[config.mk]
export PLATFORM = sky130hd
export DESIGN_NAME = mem_req_ctrl
export DESIGN_NICKNAME = d
export VERILOG_FILES = /design/src/rtl/mem_pkg.sv /design/src/rtl/mem_rsp_fifo.sv /design/src/rtl/mem_req_ctrl.sv
export SDC_FILE = /design/constraint.sdc
export NUM_CORES = 1
export LEC_CHECK = 0
export ABC_CLOCK_PERIOD_IN_PS = 2700
export CELL_PAD_IN_SITES_DETAIL_PLACEMENT = 1
export CELL_PAD_IN_SITES_GLOBAL_PLACEMENT = 1
export CORE_MARGIN = 1.5
export CORE_UTILIZATION = 42
export CTS_CLUSTER_DIAMETER = 150
export CTS_CLUSTER_SIZE = 20
export DETAILED_ROUTE_END_ITERATION = 8
export GPL_TIMING_DRIVEN = 0
export PLACE_DENSITY_LB_ADDON = 0.1
export SKIP_LAST_GASP = 1
export SLEW_MARGIN = 40
export SYNTH_ARGS = -nofsm -noshare
export SYNTH_HDL_FRONTEND = slang
export SYNTH_SLANG_ARGS = --single-unit
[constraint.sdc]
create_clock -name clk -period 2.7 [get_ports clk]
set_input_delay 0.54 -clock clk [delete_from_list [all_inputs] [get_ports clk]]
set_output_delay 0.54 -clock clk [all_outputs]
set_load 0.05 [all_outputs]
[src/rtl/mem_pkg.sv]
// Shared defaults and issue-stage command encoding for the memory request front-end.
package mem_pkg;

  localparam int DEF_DATA_WIDTH = 8;
  localparam int DEF_MAX_ADDR   = 16;

  typedef enum logic [1:0] {
    OP_IDLE = 2'd0,
    OP_RD   = 2'd1,
    OP_WR   = 2'd2
  } op_e;

endpackage

[src/rtl/mem_rsp_fifo.sv]
// Synchronous response FIFO: registered storage, head word presented while non-empty.
module mem_rsp_fifo #(
  parameter  int WIDTH = 12,
  parameter  int DEPTH = 4,
  localparam int PTR_W = $clog2(DEPTH),
  localparam int CNT_W = PTR_W + 1
) (
  input  logic             clk,
  input  logic             rst,
  input  logic             push,
  input  logic [WIDTH-1:0] push_data,
  input  logic             pop,
  output logic [WIDTH-1:0] head_data,
  output logic             not_empty,
  output logic [CNT_W-1:0] count
);

  localparam logic [CNT_W-1:0] FULL_L = CNT_W'(DEPTH);

  logic [WIDTH-1:0] mem_q [DEPTH];
  logic [PTR_W-1:0] wptr_q, wptr_d, rptr_q, rptr_d;
  logic [CNT_W-1:0] count_q, count_d;
  logic             do_push, do_pop;

  assign not_empty = (count_q != '0);
  assign count     = count_q;
  // Push on full is only legal alongside a pop; the read credit rule keeps it from happening otherwise.
  assign do_pop    = pop & not_empty;
  assign do_push   = push & ((count_q != FULL_L) | do_pop);
  assign head_data = not_empty ? mem_q[rptr_q] : '0;

  always_comb begin
    wptr_d  = wptr_q;
    rptr_d  = rptr_q;
    count_d = count_q;
    if (do_push) wptr_d = wptr_q + PTR_W'(1);
    if (do_pop)  rptr_d = rptr_q + PTR_W'(1);
    if (do_push && !do_pop)      count_d = count_q + CNT_W'(1);
    else if (!do_push && do_pop) count_d = count_q - CNT_W'(1);
  end

  always_ff @(posedge clk) begin
    if (rst) begin
      wptr_q  <= '0;
      rptr_q  <= '0;
      count_q <= '0;
    end else begin
      wptr_q  <= wptr_d;
      rptr_q  <= rptr_d;
      count_q <= count_d;
    end
  end

  always_ff @(posedge clk) begin
    if (do_push) mem_q[wptr_q] <= push_data;
  end

  always_ff @(posedge clk) begin
    if (!rst) assert (!(push && !do_push));
  end

endmodule

[src/rtl/mem_req_ctrl.sv]
// Write/read request arbiter feeding mem_mod in acceptance order, with a credit-limited read response path.
module mem_req_ctrl
  import mem_pkg::*;
#(
  parameter  int DATA_WIDTH = DEF_DATA_WIDTH,
  parameter  int MAX_ADDR   = DEF_MAX_ADDR,
  parameter  int RSP_DEPTH  = 4,
  localparam int ADDRSIZE   = $clog2(MAX_ADDR)
) (
  input  logic                  clk,
  input  logic                  rst,
  input  logic                  wr_req_valid,
  output logic                  wr_req_ready,
  input  logic [ADDRSIZE-1:0]   wr_req_addr,
  input  logic [DATA_WIDTH-1:0] wr_req_data,
  input  logic                  rd_req_valid,
  output logic                  rd_req_ready,
  input  logic [ADDRSIZE-1:0]   rd_req_addr,
  output logic                  rd_rsp_valid,
  input  logic                  rd_rsp_ready,
  output logic [DATA_WIDTH-1:0] rd_rsp_data,
  output logic [ADDRSIZE-1:0]   rd_rsp_addr,
  output logic                  mem_rd_en,
  output logic                  mem_wr_en,
  output logic [ADDRSIZE-1:0]   mem_rd_addr,
  output logic [ADDRSIZE-1:0]   mem_wr_addr,
  output logic [DATA_WIDTH-1:0] mem_wr_data,
  input  logic [DATA_WIDTH-1:0] mem_rd_data
);

  // Handshakes: a channel transfers when valid and ready are both high in the same cycle.
  // Readies are combinational functions of the valids; valids never look at readies.

  localparam int               CNT_W   = $clog2(RSP_DEPTH) + 1;
  localparam logic [CNT_W:0]   DEPTH_L = (CNT_W + 1)'(RSP_DEPTH);

  op_e                   op_q, op_d;
  logic [ADDRSIZE-1:0]   rd_addr_q, rd_addr_d, wr_addr_q, wr_addr_d, cap_addr_q;
  logic [DATA_WIDTH-1:0] wr_data_q, wr_data_d;
  logic                  cap_vld_q, last_wr_q, last_wr_d;
  logic [CNT_W-1:0]      fifo_count;
  logic [CNT_W:0]        occupancy;
  logic                  rd_ok, wr_acc, rd_acc, rsp_pop;
  logic [ADDRSIZE+DATA_WIDTH-1:0] rsp_head;

  // Every read still in issue or capture already owns a FIFO slot.
  assign occupancy = (CNT_W + 1)'(fifo_count) + (CNT_W + 1)'(op_q == OP_RD) + (CNT_W + 1)'(cap_vld_q);
  assign rd_ok     = (occupancy < DEPTH_L);

  assign wr_req_ready = !rst & (!rd_req_valid | !rd_ok | !last_wr_q);
  assign rd_req_ready = !rst & rd_ok & (!wr_req_valid | last_wr_q);
  assign wr_acc       = wr_req_valid & wr_req_ready;
  assign rd_acc       = rd_req_valid & rd_req_ready;

  always_comb begin
    op_d      = OP_IDLE;
    rd_addr_d = rd_addr_q;
    wr_addr_d = wr_addr_q;
    wr_data_d = wr_data_q;
    last_wr_d = last_wr_q;
    if (wr_acc) begin
      op_d      = OP_WR;
      wr_addr_d = wr_req_addr;
      wr_data_d = wr_req_data;
      last_wr_d = 1'b1;
    end else if (rd_acc) begin
      op_d      = OP_RD;
      rd_addr_d = rd_req_addr;
      last_wr_d = 1'b0;
    end
  end

  always_ff @(posedge clk) begin
    if (rst) begin
      op_q       <= OP_IDLE;
      rd_addr_q  <= '0;
      wr_addr_q  <= '0;
      wr_data_q  <= '0;
      last_wr_q  <= 1'b0;
      cap_vld_q  <= 1'b0;
      cap_addr_q <= '0;
    end else begin
      op_q       <= op_d;
      rd_addr_q  <= rd_addr_d;
      wr_addr_q  <= wr_addr_d;
      wr_data_q  <= wr_data_d;
      last_wr_q  <= last_wr_d;
      cap_vld_q  <= (op_q == OP_RD);
      if (op_q == OP_RD) cap_addr_q <= rd_addr_q;
    end
  end

  assign mem_rd_en   = (op_q == OP_RD);
  assign mem_wr_en   = (op_q == OP_WR);
  assign mem_rd_addr = rd_addr_q;
  assign mem_wr_addr = wr_addr_q;
  assign mem_wr_data = wr_data_q;

  assign rsp_pop = rd_rsp_valid & rd_rsp_ready;

  mem_rsp_fifo #(
    .WIDTH (ADDRSIZE + DATA_WIDTH),
    .DEPTH (RSP_DEPTH)
  ) u_rsp_fifo (
    .clk       (clk),
    .rst       (rst),
    .push      (cap_vld_q),
    .push_data ({cap_addr_q, mem_rd_data}),
    .pop       (rsp_pop),
    .head_data (rsp_head),
    .not_empty (rd_rsp_valid),
    .count     (fifo_count)
  );

  assign rd_rsp_addr = rsp_head[ADDRSIZE+DATA_WIDTH-1:DATA_WIDTH];
  assign rd_rsp_data = rsp_head[DATA_WIDTH-1:0];

endmodule

==> results.tsv <==
stage	metric	value	unit
sta	achievable-frequency	387	MHz
setup_path	worst_path_max_delay_cell	sky130_fd_sc_hd__or3_1	
sta	finalSetupViolCount	0	
power_and_ir_drop	comb_power_share	35.4	%
setup_path	endpoint_kind	output pin	
drt	drtAntennaViolNets	0	
power_and_ir_drop	power.share.clock	28.0	%
sta	final-hold-violation-count	0	
sta	clock_skew	7.32	ps
setup_path	worst-path-max-fanout	10	
power_and_ir_drop	p_sw	1.40	mW
synth	synth_flop_cell	sky130_fd_sc_hd__edfxtp_1	
cts	root_buffer	sky130_fd_sc_hd__clkbuf_8	
die	num_rows	31	
sta	finalMaxSlewViolations	0	
worst_hold_path	timing.hold.worst.class	flip-flop to flip-flop	
global_route	first_global_vias	2104	
drt	vias_per_cell	5.05	
drt	drt-initial-drc-count	44	
cts	cts.reportedPaths.clkPinSlew	80	ps
setup_path	crit_path_start_kind	flip-flop	
sta	rsz_0062_raised_after_global_routing	false	
global_route	grt_first_pass_wirelength	10900	um
synth	synth.distinct_cells	33	
cts	cts_buffer_depth	2	
setup_path	crit_type	flip-flop to output pin	
synth	synthesis.instances	211	
die	die_width	90.3	um
power_and_ir_drop	pwr-share-seq	36.5	%
cts	cts_tree	done	
finish	multi_input_gate_area_in_the_final_layout	0.00105	mm^2
power_and_ir_drop	power_density	955	mW/mm^2
placed_design	port_buffers	60	
finish	finalNonFillerCells	386	
global_route	grt_remaining_overflow	0	
power_and_ir_drop	vdd.ir_drop.worst	0.000588	V
flow_run	drv.max_cap_violation_count	0	
cts	cts_hold_repair.buffers	0	
drt	via_count	1951	
setup_path	cp-startpoint	u_rsp_fifo.count[2]	
setup_path	timing.critical_path.slowest_cell_delay	510	ps
global_route	grt_start_max_net_pins	14	
placed_design	post_placement_setup_slack	-141	ps
power_and_ir_drop	power.switching_fraction	34.8	%
cts	clkSinkCount	81	
finish	syn2layout_area_growth	31.2	%
synth	synthesis.area_per_instance	15.2	um^2
finish	number_of_nets_in_the_final_layout	318	
synth	synth_edf_count	48	
setup_path	critical_path.cell_chain	or3_1 -> clkbuf_2 -> and2_1 -> clkdlybuf4s15_2	
finish	antenna_cells_inserted	0	
placed_design	dp.cells	370	
finish	layout.core_utilization	57.3	%
drt	drt-wirelength-per-cell	17.1	um
global_route	initial_antenna_violation_count	0	
worst_hold_path	timing.hold.worst.start	mem_rd_addr[2]	
synth	async_flop_share	0	%
drt	drt_pre_antenna_iters	4	
cts	htreeDepth	3	
sta	final_min_period_over_clock_period	95.6	%
setup_path	timing.critical_path.buf_inv	2	
global_route	groute.usage.overall	17.7	%
cts	clock_latency	340	ps
die	start_util	43.7	%
synth	ys_warnings	0	
synth	seq_area_frac_synth	65.6	%
finish	fillerInstances	697	
synth	synth_nets	247	
sta	setup_slack	119	ps
die	fp.dieArea	0.00816	mm^2
die	io_pins	62	
placed_design	place.detailed.hpwl	4600	um
cts	cts_made_buffers	9	
power_and_ir_drop	total_leakage_power	1.53	nW
setup_path	cp_data_required_time	2160	ps
die	dieHeight	90.3	um
sta	timing.max_slew.rel_slack	54.7	%
sta	layout_min_cycle_time	2580	ps
finish	sequential_cell_area	0.00210	mm^2
finish	final_layout_size_suffix_gt1_share	17.4	%
placed_design	routabilityCongestion	0.707	
setup_path	r2r-start	u_rsp_fifo.count[2]	
drt	remaining_drc_errors	0	
synth	synthesis.area	0.00320	mm^2
drt	wirelength	6610	um
setup_path	r2r_setup_slack	290	ps
sta	tightest_slew	679	ps
synth	synth-seq-cells	81	
setup_path	worstPathArrival	2040	ps
run_status	status	finished, final reports clean	
power_and_ir_drop	internal_power	2.62	mW
setup_path	crit_family	simple AND/OR/NAND/NOR gates	
die	design.core.area	0.00733	mm^2
==> cells in the final DEF (no fill, tap or decap), types with 6 or more instances in the layout <==
cell type and n:
sky130_fd_sc_hd__and2_1 17, sky130_fd_sc_hd__clkbuf_8 9, sky130_fd_sc_hd__clkdlybuf4s15_2 9, sky130_fd_sc_hd__clkdlybuf4s50_1 44
sky130_fd_sc_hd__dfxtp_1 32, sky130_fd_sc_hd__edfxtp_1 48, sky130_fd_sc_hd__ha_1 6, sky130_fd_sc_hd__mux2i_1 18
sky130_fd_sc_hd__mux4_2 12, sky130_fd_sc_hd__nor2_1 24
==> path summary, 6_finish.rpt <==
kind,to,depth (start not counted)
worst max-delay path,rd_rsp_data[3],4
worst min-delay path,mem_rd_addr[2],2
worst max register to register,u_rsp_fifo.count[2],8
worst min register to register,mem_rd_addr[2],2
==> layer usage <==
metal	share of wire (%)	vias to the layer above	global-route usage (%)
met1	44	989	21.7
met4	1.6	0	7.14
met3	2.9	8	2.95
met2	52	32	30.9
met5	0	-	0
li1	-	922	-
==> power groups by stage <==
stage               combinational (mW)  sequential [mW]  clock [mW]
detailed placement                1.48             1.49           0
CTS                               1.45             1.47        1.14
floorplan                        0.945             1.55           0
global placement                  1.45             1.49           0
global route                      1.52             1.48        1.19
finish                            1.42             1.47        1.13
==> state kept, by name, indices dropped and copies added, names as in the netlist, named ones only <==
signal / cells
cap_addr_q: 4
cap_vld_q: 1
last_wr_q: 1
mem_rd_addr: 4
mem_wr_addr: 4
mem_wr_data: 8
op_q: 2
u_rsp_fifo.count: 3
u_rsp_fifo.mem_q: 48
u_rsp_fifo.rptr_q: 2
u_rsp_fifo.wptr_q: 2
==> worst min-delay path, stage by stage (launching register included) <==
cell,delay (ps)
sky130_fd_sc_hd__dfxtp_1,330
sky130_fd_sc_hd__o21ai_0,70
sky130_fd_sc_hd__a21oi_1,60
==> layout make-up <==
class | instances | share of cell area (%)
flip-flops and latches | 81 | 50.1
repair buffers | 60 | 14.2
inverters | 4 | 0.357
plain buffers | 9 | 1.22
clock inverters | 7 | 3.16
multi-input cells | 117 | 25.1
clock buffers | 9 | 2.95
well taps | 99 | 2.95
==> synthesized netlist by cell type (2+ instances only) <==
| library cell | n | area (um^2) |
|---|---|---|
| sky130_fd_sc_hd__o21a_1 | 2 | 15.0 |
| sky130_fd_sc_hd__dfxtp_1 | 33 | 661 |
| sky130_fd_sc_hd__nor2b_1 | 4 | 25.0 |
| sky130_fd_sc_hd__inv_1 | 3 | 11.3 |
| sky130_fd_sc_hd__o21ai_0 | 5 | 25.0 |
| sky130_fd_sc_hd__mux4_2 | 12 | 270 |
| sky130_fd_sc_hd__a21oi_1 | 5 | 25.0 |
| sky130_fd_sc_hd__clkbuf_1 | 6 | 22.5 |
| sky130_fd_sc_hd__or3_1 | 2 | 12.5 |
| sky130_fd_sc_hd__nand3_1 | 5 | 25.0 |
| sky130_fd_sc_hd__and2_1 | 17 | 106 |
| sky130_fd_sc_hd__edfxtp_1 | 48 | 1440 |
| sky130_fd_sc_hd__xor2_1 | 4 | 35.0 |
| sky130_fd_sc_hd__nor2_1 | 24 | 90.1 |
| sky130_fd_sc_hd__ha_1 | 6 | 75.1 |
| sky130_fd_sc_hd__mux2i_1 | 18 | 180 |
==> stage by stage <==
step | TNS, ps | power [mW] | instance area (um^2) | hold WS [ps]
after floorplan | 0 | 2.49 | 3210 | 459
after global placement | -557 | 2.94 | 3930 | 474
after detailed placement | -1200 | 2.98 | 3930 | 487
after CTS | -104 | 4.06 | 4200 | 506
after global routing | 0 | 4.19 | 4200 | 545
final | 0 | 4.01 | 4200 | 503
==> what timing repair did <==
action / CTS / global route
buffers inserted: 0 / 0
setup endpoints to repair: 15 / 4
gates resized for setup: 45 / 9
==> cells by family after synthesis <==
kind of cell | synth area share, %
mux | 14.1
fa+ha+maj | 2.97
simple gates | 10.5
buf+inv | 1.80
xor+xnor | 1.37
compound gates | 3.63
flops | 65.6
(Power assumes the default switching activity.)
